`config.mk`:
```
export PLATFORM = sky130hd
export DESIGN_NAME = multicycle_control_fsm_flat
export DESIGN_NICKNAME = d
export VERILOG_FILES = /design/src/rtl/multicycle_control_fsm_if.sv /design/src/rtl/multicycle_control_fsm.sv /design/src/flat_wrapper.sv
export SDC_FILE = /design/constraint.sdc
export NUM_CORES = 1
export LEC_CHECK = 0
export BUFFER_PORTS_ARGS = -buffer_cell sky130_fd_sc_hd__buf_4
export CAP_MARGIN = 10
export CORE_MARGIN = 8
export CORE_UTILIZATION = 45
export DETAILED_ROUTE_END_ITERATION = 6
export HOLD_SLACK_MARGIN = 0.02
export PLACE_DENSITY = 0.87
export SLEW_MARGIN = 5
export SYNTH_ARGS = -nofsm -noshare
export SYNTH_HDL_FRONTEND = slang
export SYNTH_SLANG_ARGS = --single-unit
```
`constraint.sdc`:
```
create_clock -name clk -period 4.15 [get_ports clk]
set_clock_uncertainty 0.2 [all_clocks]
set_input_delay 0.83 -clock clk [delete_from_list [all_inputs] [get_ports clk]]
set_output_delay 0.83 -clock clk [all_outputs]
set_load 0.01 [all_outputs]
```
`src/rtl/multicycle_control_fsm_if.sv`:
```
// Control bundle between the instruction register / memory and the multicycle
// control unit. The control unit is the slave; the datapath side is the master.
interface multicycle_control_fsm_if;
    logic [1:0] Op;
    logic [5:0] Funct;
    logic       mem_ready;
    logic       IRWrite;
    logic       NextPC;
    logic       AdrSrc;
    logic       ALUSrcA;
    logic [1:0] ALUSrcB;
    logic [1:0] ResultSrc;
    logic       ALUOp;
    logic       RegW;
    logic       MemW;
    logic       Branch;
    logic [1:0] ImmSrc;
    logic [1:0] RegSrc;
    logic       illegal;
    logic       mem_fault;
    logic       retire;
    logic [3:0] state_dbg;

    modport slave (
        input  Op, Funct, mem_ready,
        output IRWrite, NextPC, AdrSrc, ALUSrcA, ALUSrcB, ResultSrc, ALUOp,
               RegW, MemW, Branch, ImmSrc, RegSrc, illegal, mem_fault,
               retire, state_dbg
    );

    modport master (
        output Op, Funct, mem_ready,
        input  IRWrite, NextPC, AdrSrc, ALUSrcA, ALUSrcB, ResultSrc, ALUOp,
               RegW, MemW, Branch, ImmSrc, RegSrc, illegal, mem_fault,
               retire, state_dbg
    );
endinterface

```
`src/rtl/multicycle_control_fsm.sv`:
```
// Multicycle Moore control unit for the ARM-subset datapath: sequences
// fetch/decode/execute/memory/writeback with a memory wait-state timeout.
module multicycle_control_fsm #(
    parameter int MEM_HANDSHAKE = 1,
    parameter int TIMEOUT       = 15,
    parameter int CNT_W         = 4
) (
    input  logic                        clk,
    input  logic                        reset,
    multicycle_control_fsm_if.slave     bus
);

    typedef enum logic [3:0] {
        S_FETCH    = 4'd0,
        S_DECODE   = 4'd1,
        S_MEMADR   = 4'd2,
        S_MEMREAD  = 4'd3,
        S_MEMWB    = 4'd4,
        S_MEMWRITE = 4'd5,
        S_EXECUTER = 4'd6,
        S_EXECUTEI = 4'd7,
        S_ALUWB    = 4'd8,
        S_BRANCH   = 4'd9
    } state_t;

    localparam logic [CNT_W-1:0] TO_C    = CNT_W'(TIMEOUT);
    localparam logic [CNT_W-1:0] CNT_MAX = {CNT_W{1'b1}};

    state_t           r_state;
    state_t           w_next;
    logic [CNT_W-1:0] r_cnt;

    logic       w_ready;
    logic       w_mem_state;
    logic       w_timeout;
    logic       w_hold;
    logic       w_unused_funct;

    logic       w_irwrite;
    logic       w_nextpc;
    logic       w_adrsrc;
    logic       w_alusrca;
    logic [1:0] w_alusrcb;
    logic [1:0] w_resultsrc;
    logic       w_aluop;
    logic       w_regw;
    logic       w_memw;
    logic       w_branch;
    logic       w_illegal;
    logic       w_retire;

    assign w_ready     = (MEM_HANDSHAKE != 0) ? bus.mem_ready : 1'b1;
    assign w_mem_state = (r_state == S_FETCH) || (r_state == S_MEMREAD) ||
                         (r_state == S_MEMWRITE);
    assign w_timeout   = (TIMEOUT != 0) && w_mem_state && !w_ready && (r_cnt == TO_C);
    // The counter only survives a cycle in which a memory state is held; any
    // transition (including a timeout back to FETCH) restarts it at zero.
    assign w_hold      = w_mem_state && !w_ready && !w_timeout;
    assign w_unused_funct = ^bus.Funct[4:1];

    // State register and wait-state counter.
    always_ff @(posedge clk) begin
        if (reset) begin
            r_state <= S_FETCH;
            r_cnt   <= {CNT_W{1'b0}};
        end else begin
            r_state <= w_next;
            if (w_hold) begin
                r_cnt <= (r_cnt == CNT_MAX) ? r_cnt : r_cnt + CNT_W'(1);
            end else begin
                r_cnt <= {CNT_W{1'b0}};
            end
        end
    end

    // Next-state and per-state control decode.
    always_comb begin
        w_next      = r_state;
        w_irwrite   = 1'b0;
        w_nextpc    = 1'b0;
        w_adrsrc    = 1'b0;
        w_alusrca   = 1'b0;
        w_alusrcb   = 2'b00;
        w_resultsrc = 2'b00;
        w_aluop     = 1'b0;
        w_regw      = 1'b0;
        w_memw      = 1'b0;
        w_branch    = 1'b0;
        w_illegal   = 1'b0;
        w_retire    = 1'b0;
        case (r_state)
            S_FETCH: begin
                w_alusrca   = 1'b1;
                w_alusrcb   = 2'b10;
                w_resultsrc = 2'b10;
                w_irwrite   = w_ready;
                w_nextpc    = w_ready;
                if (w_ready) begin
                    w_next = S_DECODE;
                end else begin
                    w_next = S_FETCH;
                end
            end
            S_DECODE: begin
                w_alusrca   = 1'b1;
                w_alusrcb   = 2'b10;
                w_resultsrc = 2'b10;
                case (bus.Op)
                    2'b00:   w_next = bus.Funct[5] ? S_EXECUTEI : S_EXECUTER;
                    2'b01:   w_next = S_MEMADR;
                    2'b10:   w_next = S_BRANCH;
                    default: begin
                        w_illegal = 1'b1;
                        w_next    = S_FETCH;
                    end
                endcase
            end
            S_MEMADR: begin
                w_alusrcb = 2'b01;
                w_next    = bus.Funct[0] ? S_MEMREAD : S_MEMWRITE;
            end
            S_MEMREAD: begin
                w_adrsrc = 1'b1;
                if (w_ready) begin
                    w_next = S_MEMWB;
                end else if (w_timeout) begin
                    w_next = S_FETCH;
                end else begin
                    w_next = S_MEMREAD;
                end
            end
            S_MEMWB: begin
                w_resultsrc = 2'b01;
                w_regw      = 1'b1;
                w_retire    = 1'b1;
                w_next      = S_FETCH;
            end
            S_MEMWRITE: begin
                w_adrsrc = 1'b1;
                w_memw   = !w_timeout;
                if (w_ready) begin
                    w_retire = 1'b1;
                    w_next   = S_FETCH;
                end else if (w_timeout) begin
                    w_next = S_FETCH;
                end else begin
                    w_next = S_MEMWRITE;
                end
            end
            S_EXECUTER: begin
                w_aluop = 1'b1;
                w_next  = S_ALUWB;
            end
            S_EXECUTEI: begin
                w_alusrcb = 2'b01;
                w_aluop   = 1'b1;
                w_next    = S_ALUWB;
            end
            S_ALUWB: begin
                w_regw   = 1'b1;
                w_retire = 1'b1;
                w_next   = S_FETCH;
            end
            S_BRANCH: begin
                w_alusrcb   = 2'b01;
                w_resultsrc = 2'b10;
                w_branch    = 1'b1;
                w_retire    = 1'b1;
                w_next      = S_FETCH;
            end
            default: begin
                w_next = S_FETCH;
            end
        endcase
    end

    // Strobes are suppressed while reset is high so an abandoned instruction
    // never writes anything.
    assign bus.IRWrite   = reset ? 1'b0 : w_irwrite;
    assign bus.NextPC    = reset ? 1'b0 : w_nextpc;
    assign bus.RegW      = reset ? 1'b0 : w_regw;
    assign bus.MemW      = reset ? 1'b0 : w_memw;
    assign bus.Branch    = reset ? 1'b0 : w_branch;
    assign bus.illegal   = reset ? 1'b0 : w_illegal;
    assign bus.mem_fault = reset ? 1'b0 : w_timeout;
    assign bus.retire    = reset ? 1'b0 : w_retire;

    assign bus.AdrSrc    = w_adrsrc;
    assign bus.ALUSrcA   = w_alusrca;
    assign bus.ALUSrcB   = w_alusrcb;
    assign bus.ResultSrc = w_resultsrc;
    assign bus.ALUOp     = w_aluop;
    assign bus.ImmSrc    = bus.Op;
    assign bus.RegSrc    = {(bus.Op == 2'b01), (bus.Op == 2'b10)};
    assign bus.state_dbg = r_state;

endmodule

```
`src/flat_wrapper.sv`:
```
// flat-port wrapper written by rule: the top's interface ports become plain ports
module multicycle_control_fsm_flat 
#(
    parameter int MEM_HANDSHAKE = 1,
    parameter int TIMEOUT       = 15,
    parameter int CNT_W         = 4
)
  (clk, reset, bus_Op, bus_Funct, bus_mem_ready, bus_IRWrite, bus_NextPC, bus_AdrSrc, bus_ALUSrcA, bus_ALUSrcB, bus_ResultSrc, bus_ALUOp, bus_RegW, bus_MemW, bus_Branch, bus_ImmSrc, bus_RegSrc, bus_illegal, bus_mem_fault, bus_retire, bus_state_dbg);
  multicycle_control_fsm_if bus_i ();
  input  logic clk;
  input  logic reset;
  input wire logic [$bits(bus_i.Op)-1:0] bus_Op;
  input wire logic [$bits(bus_i.Funct)-1:0] bus_Funct;
  input wire logic [$bits(bus_i.mem_ready)-1:0] bus_mem_ready;
  output wire logic [$bits(bus_i.IRWrite)-1:0] bus_IRWrite;
  output wire logic [$bits(bus_i.NextPC)-1:0] bus_NextPC;
  output wire logic [$bits(bus_i.AdrSrc)-1:0] bus_AdrSrc;
  output wire logic [$bits(bus_i.ALUSrcA)-1:0] bus_ALUSrcA;
  output wire logic [$bits(bus_i.ALUSrcB)-1:0] bus_ALUSrcB;
  output wire logic [$bits(bus_i.ResultSrc)-1:0] bus_ResultSrc;
  output wire logic [$bits(bus_i.ALUOp)-1:0] bus_ALUOp;
  output wire logic [$bits(bus_i.RegW)-1:0] bus_RegW;
  output wire logic [$bits(bus_i.MemW)-1:0] bus_MemW;
  output wire logic [$bits(bus_i.Branch)-1:0] bus_Branch;
  output wire logic [$bits(bus_i.ImmSrc)-1:0] bus_ImmSrc;
  output wire logic [$bits(bus_i.RegSrc)-1:0] bus_RegSrc;
  output wire logic [$bits(bus_i.illegal)-1:0] bus_illegal;
  output wire logic [$bits(bus_i.mem_fault)-1:0] bus_mem_fault;
  output wire logic [$bits(bus_i.retire)-1:0] bus_retire;
  output wire logic [$bits(bus_i.state_dbg)-1:0] bus_state_dbg;
  assign bus_i.Op = bus_Op;
  assign bus_i.Funct = bus_Funct;
  assign bus_i.mem_ready = bus_mem_ready;
  assign bus_IRWrite = bus_i.IRWrite;
  assign bus_NextPC = bus_i.NextPC;
  assign bus_AdrSrc = bus_i.AdrSrc;
  assign bus_ALUSrcA = bus_i.ALUSrcA;
  assign bus_ALUSrcB = bus_i.ALUSrcB;
  assign bus_ResultSrc = bus_i.ResultSrc;
  assign bus_ALUOp = bus_i.ALUOp;
  assign bus_RegW = bus_i.RegW;
  assign bus_MemW = bus_i.MemW;
  assign bus_Branch = bus_i.Branch;
  assign bus_ImmSrc = bus_i.ImmSrc;
  assign bus_RegSrc = bus_i.RegSrc;
  assign bus_illegal = bus_i.illegal;
  assign bus_mem_fault = bus_i.mem_fault;
  assign bus_retire = bus_i.retire;
  assign bus_state_dbg = bus_i.state_dbg;
  multicycle_control_fsm #(.MEM_HANDSHAKE(MEM_HANDSHAKE), .TIMEOUT(TIMEOUT), .CNT_W(CNT_W)) u_core (.clk(clk), .reset(reset), .bus(bus_i));
endmodule
```
; Word-level counts from Yosys, hierarchy flattened
; Cells that the tools add are included.
[op_classes]
addsub = 1
n_mul = 0
div = 0
order_cmp = 0
eq_ne = 12
shifts = 0
muxes = 29
bitwise = 1
reduce_logical = 18
[op_table]
columns = operator, n
row1 = 4-bit case mux with 6 select lines, 1
row2 = 1-bit two-way mux, 19
row3 = 4-bit by 3-bit equality test with 1-bit output (second input constant), 4
row4 = 4-bit equality test (second input constant), 3
row5 = 4-bit case mux with 3 select lines, 1
row6 = 3-bit OR reduction, 4
row7 = 2-bit OR reduction, 5
row8 = 4-bit by 2-bit equality test with 1-bit output (second input constant), 2
row9 = 4-bit two-way mux, 2
row10 = 2-bit case mux with 2 select lines, 2
row11 = 3-bit two-way mux, 2
row12 = 4-bit by 1-bit adder with 4-bit output (second input constant), 1
row13 = 4-bit by 1-bit equality test with 1-bit output (second input constant), 1
row14 = 4-bit zero test, 1
row15 = 1-bit logical AND, 3
row16 = 2-bit by 1-bit equality test with 1-bit output (second input constant), 1
row17 = 2-bit equality test (second input constant), 1
row18 = 1-bit zero test, 2
row19 = 2-bit zero test, 1
row20 = 1-bit logical OR, 2
row21 = 2-bit two-way mux, 1
row22 = 1-bit case mux with 2 select lines, 1
row23 = 1-bit NOT, 1
[word_totals]
ff_bits = 8
latch_bits = 0
ram_bits = 0
rom_bits = 0
inputBits = 11
output_inout_bits = 23
wordCells = 63
n_memories = 0

; Depth between registers and ports, before layout
; Gate-level depths: netlist (run 1).
[logic_depth]
depth_word = 9
mapped_depth = 5
ltp_nobuf = 5

; Worst setup path before layout (run 1)
; No wires, ideal clock.
[synth_path]
path_type = input-to-output
start = in reset
end = out bus_RegW
t_arrival_ps = 1580
required_ps = 3120
path_slack_ps = 1540
path_stages = 2
n_path_buf = 1
cell_sequence = clkbuf_1 a2111oi_0
[synth_between]
elab_chain_cells = 1
[synth_lines]
columns = element, line
row1 = "start, declared", flat_wrapper.sv:11  ; input logic reset;
row2 = 1-bit two-way mux, multicycle_control_fsm.sv:181  ; assign bus.RegW = reset ? 1'b0 : w_regw;
row3 = "end, declared", flat_wrapper.sv:22  ; output wire logic [$bits(bus_i.RegW)-1:0] bus_RegW;
; No other way between the ends.

; Worst setup path in the final report (run 1)
[layout_path]
start = reg u_core.r_state[1], in the netlist u_core.bus.state_dbg[1]
end = out bus_mem_fault
[layout_between]
elab_chain_cells = 6
elab_cells_between_ends = 8
classes_between = eq/ne (2) / mux (1) / reduce/logical (5)
[layout_lines]
columns = element, line
row1 = "start, declared", multicycle_control_fsm.sv:29  ; state_t r_state;
row2 = "start signal, assigned", multicycle_control_fsm.sv:67  ; r_state <= w_next;
row3 = 4-bit by 2-bit equality test with 1-bit output / 4-bit zero test (equally long branches), multicycle_control_fsm.sv:53  ; assign w_mem_state = (r_state == S_FETCH) || (r_state == S_MEMREAD) ||
row4 = 1-bit logical OR, multicycle_control_fsm.sv:53
row5 = 1-bit logical OR *, multicycle_control_fsm.sv:53
row6 = 1-bit logical AND * (2 in a row), multicycle_control_fsm.sv:55  ; assign w_timeout = (TIMEOUT != 0) && w_mem_state && !w_ready && (r_cnt == TO_C);
row7 = 1-bit two-way mux *, multicycle_control_fsm.sv:185  ; assign bus.mem_fault = reset ? 1'b0 : w_timeout;
row8 = "end, declared", flat_wrapper.sv:28  ; output wire logic [$bits(bus_i.mem_fault)-1:0] bus_mem_fault;
; Every way passes the cells marked *; elsewhere a longest branch is shown, timed or not.

==> results of run 1 <==
kinds of logic (layout without fill, tap and decap cells):
logic type,after synthesis,count (layout),synth area share [%]
AO/OA/AOI/OAI,14,14,17.81
XOR/XNOR,4,4,5.798
adder cells (fa/ha/maj),1,1,2.070
buffers and inverters,12,35,10.97
flip-flops,8,8,26.50
AND/OR/NAND/NOR,44,44,36.85
placed cells by master (no fill, tap or decap), drive strengths merged, types with 3 or more instances in the layout:
cell / n
clkbuf: 3
nand2: 5
nor3: 11
inv: 3
dfxtp: 8
buf: 29
nor2: 13
nand2b: 5
layer usage:
metal | global-route usage (%) | share of wire, % | vias up
met4 | 6.897 | 0 | 0
met2 | 21.74 | 51 | 29
met5 | 0 | 0 | -
met1 | 11.84 | 38 | 307
li1 | - | - | 342
met3 | 4.261 | 11 | 0
critical path: stages, from the launching register on:
cell and delay (ps):
dfxtp_1 660, xnor2_1 260, nand2_1 110, o211ai_1 230
nor2_1 80, buf_4 150
area by class of cell:
class | count | area (µm²) | area share, %
sequential | 8 | 160.2 | 19.81
tap | 15 | 18.77 | 2.322
multi-input combinational | 63 | 377.9 | 46.75
timing repair buffer | 29 | 217.7 | 26.94
inverter | 3 | 11.26 | 1.393
clock buffer | 3 | 22.52 | 2.786
state kept, by name, indices dropped and copies added (netlist names):
signal,count
u_core.bus.state_dbg,4
u_core.r_cnt,4
final timing paths:
check,slack (ps),depth (start not counted),end,start
setup reg to reg,2380,3,u_core.bus.state_dbg[2],u_core.bus.state_dbg[2]
setup / recovery,1380,5,bus_mem_fault,u_core.bus.state_dbg[1]
hold reg to reg,260,1,u_core.r_cnt[0],u_core.r_cnt[0]
hold / removal,260,1,u_core.r_cnt[0],u_core.r_cnt[0]
through the flow:
stage                     utilization [%]  setup slack [ps]  cell area (µm²)
after floorplan                         -              1540            604.3
after global placement              61.15              1522            785.8
after detailed placement            61.15              1513            785.8
after CTS                           62.90              1382            808.3
after global routing                62.90              1226            808.3
final                               62.90              1383            808.3
power groups by stage:
| stage | clock [mW] | sequential, mW | combinational (mW) |
|---|---|---|---|
| global placement | 0 | 0.102 | 0.0906 |
| finish | 0.0595 | 0.101 | 0.0928 |
| floorplan | 0 | 0.0920 | 0.0648 |
| CTS | 0.0614 | 0.100 | 0.0942 |
| global route | 0.0664 | 0.102 | 0.102 |
| detailed placement | 0 | 0.102 | 0.0940 |
==> impl_metrics.py, run 1 <==
metrics = {
    "status": {
        "status": "finished, final reports clean",
    },
    "hold_path": {
        "hold_path_class": "register to register",
    },
    "floorplanning": {
        "core_mm2": 0.001285,
        "num_io_pins": 34,
        "fp.dieH_um": 52.65,
        "start_util_pct": 47.03,
        "dieArea_mm2": 0.002772,
        "num_rows": 13,
        "die_w_um": 52.65,
    },
    "power": {
        "total_power_uw": 252.9,
        "p_switching_uw": 91.14,
        "power_density_mw_per_mm2": 312.9,
        "clockPowerShare_pct": 23.5,
        "combPwrFrac_pct": 36.7,
        "leakage_nw": 0.3558,
        "p_int_uw": 161.8,
        "swShare_pct": 36.03,
        "pwr-share-seq_pct": 39.8,
        "vdd_drop_max_v": 0.0001926,
    },
    "global_routing": {
        "grt_pass1_wl_mm": 2.649,
        "grt_max_degree": 18,
        "grtUsageTotal_pct": 12.20,
        "grt_pass1_vias": 620,
        "globalRouteOverflowTotal": 0,
        "grt_antenna_before_repair": 0,
    },
    "detailed_routing": {
        "avgViaCountPerCell": 5.603,
        "drc": 0,
        "first_pass_iters": 4,
        "drtIter0Drc": 18,
        "ant_nets": 0,
        "wire_per_inst_um": 14.03,
        "vias": 678,
        "wl_mm": 1.698,
    },
    "placement": {
        "io_buffer_count": 29,
        "place_hpwl_mm": 1.326,
        "post-place-cells": 118,
        "gp_congestion": 0.8400,
    },
    "timing": {
        "rsz0062_at_grt": "false",
        "hold_viol": 0,
        "min_period_ps": 2767,
        "tightest_slew_ps": 543.8,
        "drv_slew": 0,
        "post-route-period-util_pct": 66.67,
        "setup_violations": 0,
        "holdWs_ps": 256.1,
        "setup-tns-final_ps": 0,
        "relSlewSlack_pct": 63.69,
        "max_freq_mhz": 361.4,
    },
    "clocking": {
        "clkTransAtPathRegs_ps": 50,
        "cts_buffers": 3,
        "cts_setup_buffers": 0,
        "cts_tree": "built",
        "clock_tree.root_cell": "clkbuf_4",
        "cts_max_level": 1,
        "clock_sinks": 8,
        "cts_hold_buf": 0,
        "post_cts_resized": 0,
        "clock_latency_ps": 250,
        "clockBufferDepth": 2,
    },
    "setup_path": {
        "endpoint_kind": "output pin",
        "cp_max_fo": 17,
        "start_kind": "register",
        "crit_type": "register to output pin",
        "crit_arrival_ps": 1740,
        "cp.required_ps": 3120,
    },
    "yosys": {
        "ys_seq_elements": 8,
        "synth_common_cells": "13 x nor2_1, 11 x nor3_1, 8 x dfxtp_1",
        "syn-cell-area_um2": 604.3,
        "synth-edff-count": 0,
        "yosysWarnings": 0,
        "yosys.cell_count.top_type": "nor2_1",
        "yosysUniqueCellTypes": 33,
        "synthArstFlopShare_pct": 0,
        "avgSynthCellArea_um2": 7.281,
        "ys_seq_area_share_pct": 26.50,
        "synth.largest_area_cell": "dfxtp_1",
        "synth_area_leaders": "dfxtp_1 27%, nor3_1 9.1%, nor2_1 8.1%",
        "synth_nets": 95,
        "ys.flop_type": "dfxtp_1",
        "synth_top_area_share_pct": 26.50,
        "synth_cells": 83,
    },
    "final_layout": {
        "syn_to_final_growth_pct": 33.75,
        "fin_cells": 121,
        "insertedDiodeCount": 0,
        "fin_nets": 120,
        "final_layout_size_suffix_gt1_share_pct": 32.08,
        "fillers": 129,
    },
    "job": {
        "maxCapViolations": 0,
    },
}
Note: power is estimated with default switching activity, not from simulation.
==> run 2, diff against run 1 <==
Settings changed: ABC_AREA set to 1, CORE_UTILIZATION 45 to 42, PLACE_DENSITY 0.87 to 0.83.
Clock period 4.15 ns to 2.65 ns, I/O delays scaled along.
==> run 2 against run 1 <==
  * Wire length is 9.4% lower
  * Via count is 4.1% lower
  * Register-to-register slack worse by 1300 ps
  * Critical path type unchanged
  * Clock-buffer cell count stayed put
  * Sequential power is 36% higher
  * Sequential share of layout area is 0.061 points lower
  * Cell count is 11% higher
  * Synthesized cell count is 11% higher
  * First-iteration DRC count is 50% lower
  * Power is 32% higher
==> impl_metrics.py, run 2 <==
metrics = {
    "final_layout": {
        "fin_cells": 134,
        "final_layout_size_suffix_gt1_share_pct": 36.13,
        "fin_nets": 133,
        "fin_util_pct": 61.54,
        "stdcell_area_um2": 810.8,
        "insertedDiodeCount": 0,
        "syn_to_final_growth_pct": 36.71,
        "layout_commonest_cell": "buf_4",
        "layout_common_cells": "29 x buf_4, 20 x nor2_1, 15 x inv_1",
        "fillers": 127,
    },
    "timing": {
        "rsz0062_at_grt": "false",
        "min_period_ps": 2280,
        "setup-tns-final_ps": 0,
        "tightest_slew_ps": 398.7,
        "relSlewSlack_pct": 73.39,
        "hold_viol": 0,
        "post-route-period-util_pct": 86.04,
        "max_freq_mhz": 438.6,
        "setup_violations": 0,
        "drv_slew": 0,
    },
    "setup_path": {
        "cp_max_fo": 10,
        "r2r-end": "u_core.bus.state_dbg[0]",
        "endpoint_kind": "output pin",
        "rr_worst_depth": 9,
        "cp.required_ps": 1920,
        "r2r_slack_ps": 1080,
        "r2r_start": "u_core.bus.state_dbg[1]",
        "start_kind": "register",
        "crit_type": "register to output pin",
        "crit_arrival_ps": 1550,
    },
    "yosys": {
        "synth-compound-area-share_pct": 9.705,
        "ys.flop_type": "dfxtp_1",
        "synth_top_family_by_area": "simple AND/OR/NAND/NOR gates",
        "synth-edff-count": 0,
        "ys_seq_area_share_pct": 27.00,
        "synthMuxAreaShare_pct": 0,
        "synth.largest_area_cell": "dfxtp_1",
        "synth_common_cells": "20 x nor2_1, 15 x inv_1, 9 x nand2_1",
        "synth_xor_area_share_pct": 2.954,
        "yosysWarnings": 0,
        "avgSynthCellArea_um2": 6.446,
        "yosysUniqueCellTypes": 25,
        "synth_top_area_share_pct": 27.00,
        "synth_fa_ha_area_share_pct": 2.110,
        "yosys.area_share.simple_pct": 40.51,
        "syn-cell-area_um2": 593.1,
        "synth_cells": 92,
        "yosys.cell_count.top_type": "nor2_1",
        "synth_nets": 104,
        "synthArstFlopShare_pct": 0,
        "synth_area_leaders": "dfxtp_1 27%, nor2_1 13%, inv_1 9.5%",
        "ys_seq_elements": 8,
    },
    "detailed_routing": {
        "wl_mm": 1.538,
        "first_pass_iters": 4,
        "ant_nets": 0,
        "drtIter0Drc": 9,
        "wire_per_inst_um": 11.48,
        "drc": 0,
        "vias": 650,
        "avgViaCountPerCell": 4.851,
    },
    "hold_path": {
        "hold_start": "u_core.r_cnt[0]",
        "hold_path_class": "register to register",
        "hold_end": "u_core.r_cnt[0]",
        "hold_path_depth": 1,
    },
    "placement": {
        "gp_congestion": 0.8209,
        "post-place-cells": 131,
        "place_hpwl_mm": 1.294,
        "io_buffer_count": 29,
        "dpl_cell_area_um2": 788.3,
    },
    "status": {
        "status": "finished, final reports clean",
    },
    "global_routing": {
        "globalRouteOverflowTotal": 0,
        "grt_max_degree": 11,
        "grt_pass1_vias": 579,
        "grtUsageTotal_pct": 10.55,
        "grt_antenna_before_repair": 0,
        "grt_pass1_wl_mm": 2.304,
    },
    "clocking": {
        "cts_hold_buf": 0,
        "cts_buffers": 3,
        "cts_tree": "built",
        "clkTransAtPathRegs_ps": 50,
        "clockBufferDepth": 2,
        "clock_tree.root_cell": "clkbuf_4",
        "clock_sinks": 8,
        "clock_latency_ps": 250,
        "cts_setup_buffers": 0,
        "post_cts_resized": 0,
        "cts_max_level": 1,
    },
    "floorplanning": {
        "start_util_pct": 45.01,
        "die_w_um": 53.58,
        "fp.dieH_um": 53.58,
        "dieArea_mm2": 0.002870,
        "num_io_pins": 34,
        "core_mm2": 0.001318,
        "num_rows": 13,
    },
    "power": {
        "swShare_pct": 31.86,
        "p_int_uw": 227.1,
        "p_switching_uw": 106.2,
        "combPwrFrac_pct": 31.7,
        "pwr-share-seq_pct": 41.0,
        "vdd_drop_max_v": 0.0002938,
        "leakage_nw": 0.4326,
        "clockPowerShare_pct": 27.3,
        "total_power_uw": 333.3,
        "power_density_mw_per_mm2": 411.0,
    },
    "job": {
        "maxCapViolations": 0,
    },
}
[run 2: changes by cell type after synthesis, sizes merged, moves of 2 or more]
cell / before / now
nand3: 2 / 9
nor2: 13 / 24
and2: 2 / 0
nor2b: 2 / 0
and3: 2 / 0
inv: 3 / 17
nand2b: 5 / 0
nor3: 11 / 2
o21ai: 1 / 4
nand2: 5 / 12
clkbuf: 3 / 0
[run 2: per-stage QoR]
step	worst slack, ps	hold WS (ps)
2_1_floorplan	835.5	217.6
4_1_cts	348.6	251.0
3_3_place_gp	686.4	231.7
3_5_place_dp	639.1	243.9
6_report	369.9	245.9
5_1_grt	245.0	277.3
[run 2: power by group through the flow]
stage | sequential (mW) | combinational [mW] | clock, mW
final | 0.137 | 0.106 | 0.0911
after global routing | 0.138 | 0.117 | 0.100
after CTS | 0.137 | 0.107 | 0.0961
after detailed placement | 0.139 | 0.107 | 0
after global placement | 0.139 | 0.106 | 0
after floorplan | 0.137 | 0.0671 | 0
[run 2: worst max-delay path by stage]
stage	start	end	slack, ps	depth (start not counted)
detailed placement	u_core.bus.state_dbg[1]	bus_MemW	640	8
global route	u_core.bus.state_dbg[1]	bus_mem_fault	240	7
CTS	u_core.bus.state_dbg[1]	bus_MemW	350	8
global placement	u_core.bus.state_dbg[1]	bus_MemW	690	8
finish	u_core.bus.state_dbg[1]	bus_MemW	370	8
floorplan	reset	bus_illegal	840	2
[run 2: layer usage]
| layer | vias up | track usage, % | wire, µm |
|---|---|---|---|
| li1 | 343 | - | - |
| met1 | 287 | 9.464 | 569 |
| met2 | 17 | 20.70 | 808 |
| met3 | 3 | 1.928 | 136 |
| met4 | 0 | 7.143 | 23 |
| met5 | - | 0 | 0 |
[run 2: worst max-delay path, stage by stage, from the launching register on]
cell and delay [ps]:
dfxtp_1 560, nand2_1 140, inv_1 90, nand2_2 80, nand3_2 100, nand3_2 90, nand2_1 70, nor2_1 40
buf_4 140
[run 2: cell families (layout without fill, tap and decap cells)]
family                   Yosys count  in the layout
flip-flops                         8              8
buffers and inverters             22             49
AO/OA/AOI/OAI                     10             10
XOR/XNOR                           2              2
adder cells (fa/ha/maj)            1              1
AND/OR/NAND/NOR                   49             49
[run 2: layout make-up]
cell class              instances  area, µm²  area share [%]
repair buffers                 29      217.7           26.85
flip-flops and latches          8      160.2           19.75
multi-input cells              62      327.8           40.43
well taps                      15      18.77           2.315
inverters                      17      63.81           7.870
clock buffers                   3      22.52           2.778
